--- src/rtl/step_pulse_gen.sv ---
// rtl/step_pulse_gen.sv - stepper STEP/DIR pulse generator spreading a division remainder across steps
module step_pulse_gen #(
    parameter int M  = 9,
    parameter int N  = 4,
    parameter int PW = 4
) (
    input  logic         clk,
    input  logic         rst_n,
    input  logic         start,
    input  logic         dir,
    input  logic [N:0]   steps,
    input  logic [M:0]   quo,
    input  logic [M:0]   rem,
    input  logic         error_in,
    input  logic         abort,
    output logic         step,
    output logic         dir_o,
    output logic         busy,
    output logic         done,
    output logic         fault
);

    // Wide enough for acc + rem and for quo + 1 without wrap.
    localparam int AW = ((M > N) ? M : N) + 2;
    localparam logic [AW-1:0] P_MIN    = AW'(2 * PW);
    localparam logic [AW-1:0] HIGH_CNT = AW'(PW - 1);
    localparam logic [AW-1:0] LOW_ADJ  = AW'(PW + 1);

    typedef enum logic [2:0] {
        S_IDLE,
        S_SETUP,
        S_HIGH,
        S_LOW,
        S_DONE
    } state_t;

    state_t        state;
    state_t        state_nxt;
    logic          enter_high;

    logic [N:0]    steps_l;
    logic [M:0]    quo_l;
    logic [M:0]    rem_l;
    logic [N:0]    left;
    logic [AW-1:0] acc;
    logic [AW-1:0] per_l;
    logic [AW-1:0] cnt;
    logic          cnt_zero;

    logic [AW-1:0] acc_sum;
    logic [AW-1:0] steps_ext;
    logic          extra;
    logic [AW-1:0] acc_nxt;
    logic [AW-1:0] per_raw;
    logic [AW-1:0] per_nxt;

    assign cnt_zero = (cnt == '0);

    // Bresenham accumulator: one extra cycle whenever the carried remainder reaches steps.
    always_comb begin
        acc_sum   = acc + {{(AW-M-1){1'b0}}, rem_l};
        steps_ext = {{(AW-N-1){1'b0}}, steps_l};
        extra     = (acc_sum >= steps_ext);
        acc_nxt   = extra ? (acc_sum - steps_ext) : acc_sum;
        per_raw   = {{(AW-M-1){1'b0}}, quo_l} + {{(AW-1){1'b0}}, extra};
        per_nxt   = (per_raw < P_MIN) ? P_MIN : per_raw;
    end

    // State register.
    always_ff @(posedge clk or negedge rst_n) begin
        if (!rst_n) begin
            state <= S_IDLE;
        end else begin
            state <= state_nxt;
        end
    end

    // Next-state logic; abort outranks step-count completion.
    always_comb begin
        state_nxt  = state;
        enter_high = 1'b0;
        case (state)
            S_IDLE: begin
                if (start) begin
                    state_nxt = (error_in || (steps == '0)) ? S_DONE : S_SETUP;
                end
            end
            S_SETUP: begin
                if (abort) begin
                    state_nxt = S_DONE;
                end else begin
                    state_nxt  = S_HIGH;
                    enter_high = 1'b1;
                end
            end
            S_HIGH: begin
                if (abort) begin
                    state_nxt = S_DONE;
                end else if (cnt_zero) begin
                    state_nxt = S_LOW;
                end
            end
            S_LOW: begin
                if (abort) begin
                    state_nxt = S_DONE;
                end else if (cnt_zero) begin
                    if (left == (N+1)'(1)) begin
                        state_nxt = S_DONE;
                    end else begin
                        state_nxt  = S_HIGH;
                        enter_high = 1'b1;
                    end
                end
            end
            S_DONE: begin
                state_nxt = S_IDLE;
            end
            default: begin
                state_nxt = S_IDLE;
            end
        endcase
    end

    // Operand latch, fault flag and direction, updated only on an accepted start.
    always_ff @(posedge clk or negedge rst_n) begin
        if (!rst_n) begin
            steps_l <= '0;
            quo_l   <= '0;
            rem_l   <= '0;
            dir_o   <= 1'b0;
            fault   <= 1'b0;
        end else if (state == S_IDLE && start) begin
            fault <= error_in;
            if (!error_in && (steps != '0)) begin
                steps_l <= steps;
                quo_l   <= quo;
                rem_l   <= rem;
                dir_o   <= dir;
            end
        end
    end

    // Per-step accumulator and period, refreshed on every entry into HIGH.
    always_ff @(posedge clk or negedge rst_n) begin
        if (!rst_n) begin
            acc   <= '0;
            per_l <= '0;
        end else if (state == S_IDLE && start) begin
            acc <= '0;
        end else if (enter_high) begin
            acc   <= acc_nxt;
            per_l <= per_nxt;
        end
    end

    // Phase counter: PW cycles high, then the rest of the period low.
    always_ff @(posedge clk or negedge rst_n) begin
        if (!rst_n) begin
            cnt <= '0;
        end else if (enter_high) begin
            cnt <= HIGH_CNT;
        end else if (state == S_HIGH && cnt_zero) begin
            cnt <= per_l - LOW_ADJ;
        end else if ((state == S_HIGH || state == S_LOW) && !cnt_zero) begin
            cnt <= cnt - 1'b1;
        end
    end

    // Remaining-step counter, decremented at the end of each LOW phase.
    always_ff @(posedge clk or negedge rst_n) begin
        if (!rst_n) begin
            left <= '0;
        end else if (state == S_IDLE && start && !error_in && (steps != '0)) begin
            left <= steps;
        end else if (state == S_LOW && cnt_zero && !abort) begin
            left <= left - 1'b1;
        end
    end

    // Registered outputs decoded from the next state so they align with it.
    always_ff @(posedge clk or negedge rst_n) begin
        if (!rst_n) begin
            step <= 1'b0;
            busy <= 1'b0;
            done <= 1'b0;
        end else begin
            step <= (state_nxt == S_HIGH);
            busy <= (state_nxt != S_IDLE);
            done <= (state_nxt == S_DONE);
        end
    end

endmodule

--- config.mk ---
export PLATFORM = sky130hd
export DESIGN_NAME = step_pulse_gen
export DESIGN_NICKNAME = d
export VERILOG_FILES = /design/src/rtl/step_pulse_gen.sv
export SDC_FILE = /design/constraint.sdc
export NUM_CORES = 1
export LEC_CHECK = 0
export ABC_CLOCK_PERIOD_IN_PS = 6000
export BUFFER_PORTS_ARGS = -buffer_cell sky130_fd_sc_hd__buf_4
export CAP_MARGIN = 20
export CORE_AREA = 2 2 89 91
export DETAILED_ROUTE_END_ITERATION = 16
export DIE_AREA = 0 0 91 93
export PLACE_DENSITY = 0.83
export REMOVE_ABC_BUFFERS = 1
export SLEW_MARGIN = 5
export SYNTH_ARGS = -nofsm -noshare
export SYNTH_HDL_FRONTEND = slang
export SYNTH_SLANG_ARGS = --single-unit
export TNS_END_PERCENT = 100
--- constraint.sdc ---
create_clock -name clk -period 6 [get_ports clk]
set_input_delay 0.3 -clock clk [delete_from_list [all_inputs] [get_ports clk]]
set_output_delay 0.3 -clock clk [all_outputs]
set_load 0.005 [all_outputs]
==> metrics <==
Seq/Total Area, Yosys=0.4061; Worst-Margin Slew=913.4 ps; Starting Density=0.5813; first-pass GRT wire length=16010 um; area occupied by multi-input gates=2437 sq um; setup violators final=0; pre-CTS WS=838.7 ps; via/cell ratio=5.831; reg2reg start=rem_l[1]; CP Capture Point=per_l[1]; Fill cells=623; vias in the first global route=3483; Post-synth top flop=dfrtp_1; setup bufs post-CTS=0; Via Count=3691; n_diodes=0; post-placement cell area=4687 sq um; Sink Count=71; Fin Clk Skew=9.132 ps; Max Buffers Root-to-Sink=2; I/O Buffers=35; Final Cycle Share=0.8665; RSZ-0062 raised after global routing=no; worst setup margin=801.0 ps; worst-case reg-to-reg path depth=21; P_leak=2.296 nW; register bit count reported by yosys=71; synthesized instance count=498; status=finished, final reports clean; # IOs=36; WL final=9418 um; CTS Buf Count=9; post-synth cell types=66; post-CTS resize count=0; pwr dens=501.3 nW/um^2; post-route ant nets=0; Final min period=5199 ps; synth warn=0; Worst Path Required=6210 ps; design area=4895 sq um; Rel. slew slack=0.3896; worst skew pair latency=350 ps; drt first-iter violations=233; hpwl dp=6788 um; H-Tree Depth=3; # DRC=0; Max Fclk=0.1923 GHz; # rows=32; Synth Cell Area=4375 sq um; Mean Syn Cell Area=8.786 sq um; Placed Instances=616; setup TNS=0 ps; Final #Nets=580; Die ar.=8463 sq um; core area=7527 sq um; DRT Pass-1 Iters=5; antenna violations before repair=0; Crit Path Class=flip-flop to flip-flop; Syn-to-layout area delta=11.87%; Tot GR Track Use=0.2353; CP endpoint kind=flip-flop; HP Class=primary input to async pin; CP startpoint=rem_l[1]; CTS tree=done; final cell count without fillers=633; async set-reset flop share out of synthesis=1.000; FF-to-FF End=per_l[1]; CTS root buffer=clkbuf_8; final RePlAce weighted congestion=0.9066; CP arrival=5410 ps; register area=1777 sq um; GRT overflow=0; Post-synth EDFFs=0; share of layout cells above drive strength 1=0.1394; CTS Hold Buffers Added=0; Final Max Slew Viols=0; Hold Vio Cnt, Final=0; R2R Setup Slk=800 ps; Die Height=93 um; Chip Width=91 um; Peak supply drop=0.3623 mV; largest net degree at the start of global routing=72; Setup crit start kind=flip-flop; Max FO, Critical Path=9; CTS clk-pin slew, worst paths=80 ps; average wire per standard cell=14.88 um; # Max-Cap Violations=0
routing by layer:
layer | share of wire | track usage | vias to the layer above
li1 | - | - | 1824
met2 | 0.49 | 0.3957 | 100
met3 | 0.049 | 0.05641 | 15
met4 | 0.017 | 0.07576 | 0
met5 | 0 | 0 | -
met1 | 0.45 | 0.3016 | 1752
Yosys cell counts (4+ instances only):
master,number,area share
nand2_1,99,0.085
dfrtp_1,71,0.41
o21ai_0,36,0.041
nor2_1,26,0.022
a21oi_1,25,0.029
ha_1,21,0.060
nand3_1,21,0.024
inv_1,19,0.016
clkbuf_1,16,0.014
xnor2_1,14,0.028
xor2_1,13,0.026
nor3_1,11,0.013
and3_1,8,0.011
o31ai_1,8,0.014
or3_1,8,0.011
nand2b_1,7,0.010
o22ai_1,6,0.0086
a21o_1,5,0.0086
nor4_1,5,0.0071
o21ai_1,5,0.0057
nor2b_1,4,0.0057
o211ai_1,4,0.0069
worst min path at each step:
stage | to
after global routing | done
after global placement | dir_o
after CTS | fault
final | fault
after floorplan | acc[0]
after detailed placement | fault
registers in the layout, indices dropped and copies added (netlist names):
register / flops
acc: 11
busy: 1
cnt: 11
dir_o: 1
done: 1
fault: 1
left: 5
per_l: 11
quo_l: 10
rem_l: 10
state: 3
step: 1
steps_l: 5
cells by family after synthesis:
logic type | after synthesis | share of synthesized area
AO/OA/AOI/OAI | 122 | 0.1879
adder cells (fa/ha/maj) | 23 | 0.06920
AND/OR/NAND/NOR | 212 | 0.2373
flip-flops | 71 | 0.4061
multiplexers | 2 | 0.004861
buffers and inverters | 40 | 0.03689
XOR/XNOR | 28 | 0.05777
cell usage in the layout (no fill, tap or decap), types with 3 or more instances in the layout:
cell type and count:
a2111oi_0 3, a21o_1 5, a21oi_1 25, a31oi_1 3, and2_1 3, and3_1 8, buf_4 36, clkbuf_8 9
dfrtp_1 71, ha_1 21, inv_1 19, nand2_1 99, nand2b_1 7, nand3_1 21, nor2_1 26, nor2b_1 4
nor3_1 11, nor4_1 5, o211ai_1 4, o21a_1 3, o21ai_0 36, o21ai_1 5, o22ai_1 6, o311ai_1 3
o31ai_1 8, or3_1 8, or4_1 3, xnor2_1 14, xor2_1 13
worst max-delay path: stages (launching register included):
cell,delay (ps)
dfrtp_1,420
ha_1,320
a21oi_2,200
and2b_2,240
nor2_1,110
xnor2_1,160
ha_1,310
o21a_1,120
o31a_1,100
o21ai_0,230
nand4bb_1,220
or3_1,570
nor2_8,210
inv_2,70
ha_1,200
ha_1,200
and2_1,190
nand3b_1,170
a2111oi_0,360
a21oi_1,100
nor4b_2,410
o22ai_1,150
report_power, final:
group	internal (mW)	switching, mW	total, mW
Combinational	0.535	0.746	1.28
Clock	0.192	0.190	0.382
Sequential	0.640	0.151	0.791
stage by stage:
step                total power [mW]  hold slack, ps  utilization
detailed placement             2.055           469.0       0.6227
global placement               2.008           462.2       0.6227
CTS                            2.449           93.52       0.6488
floorplan                      1.751           4.409            -
global route                   2.653           135.8       0.6503
finish                         2.454           62.07       0.6503
final cells by class:
type	count	area share
clock buffers	9	0.02531
clock inverters	7	0.01483
inverters	20	0.01534
multi-input cells	387	0.4980
flip-flops and latches	71	0.3630
well taps	102	0.02607
repair buffers	37	0.05752
(Power assumes the default switching activity.)
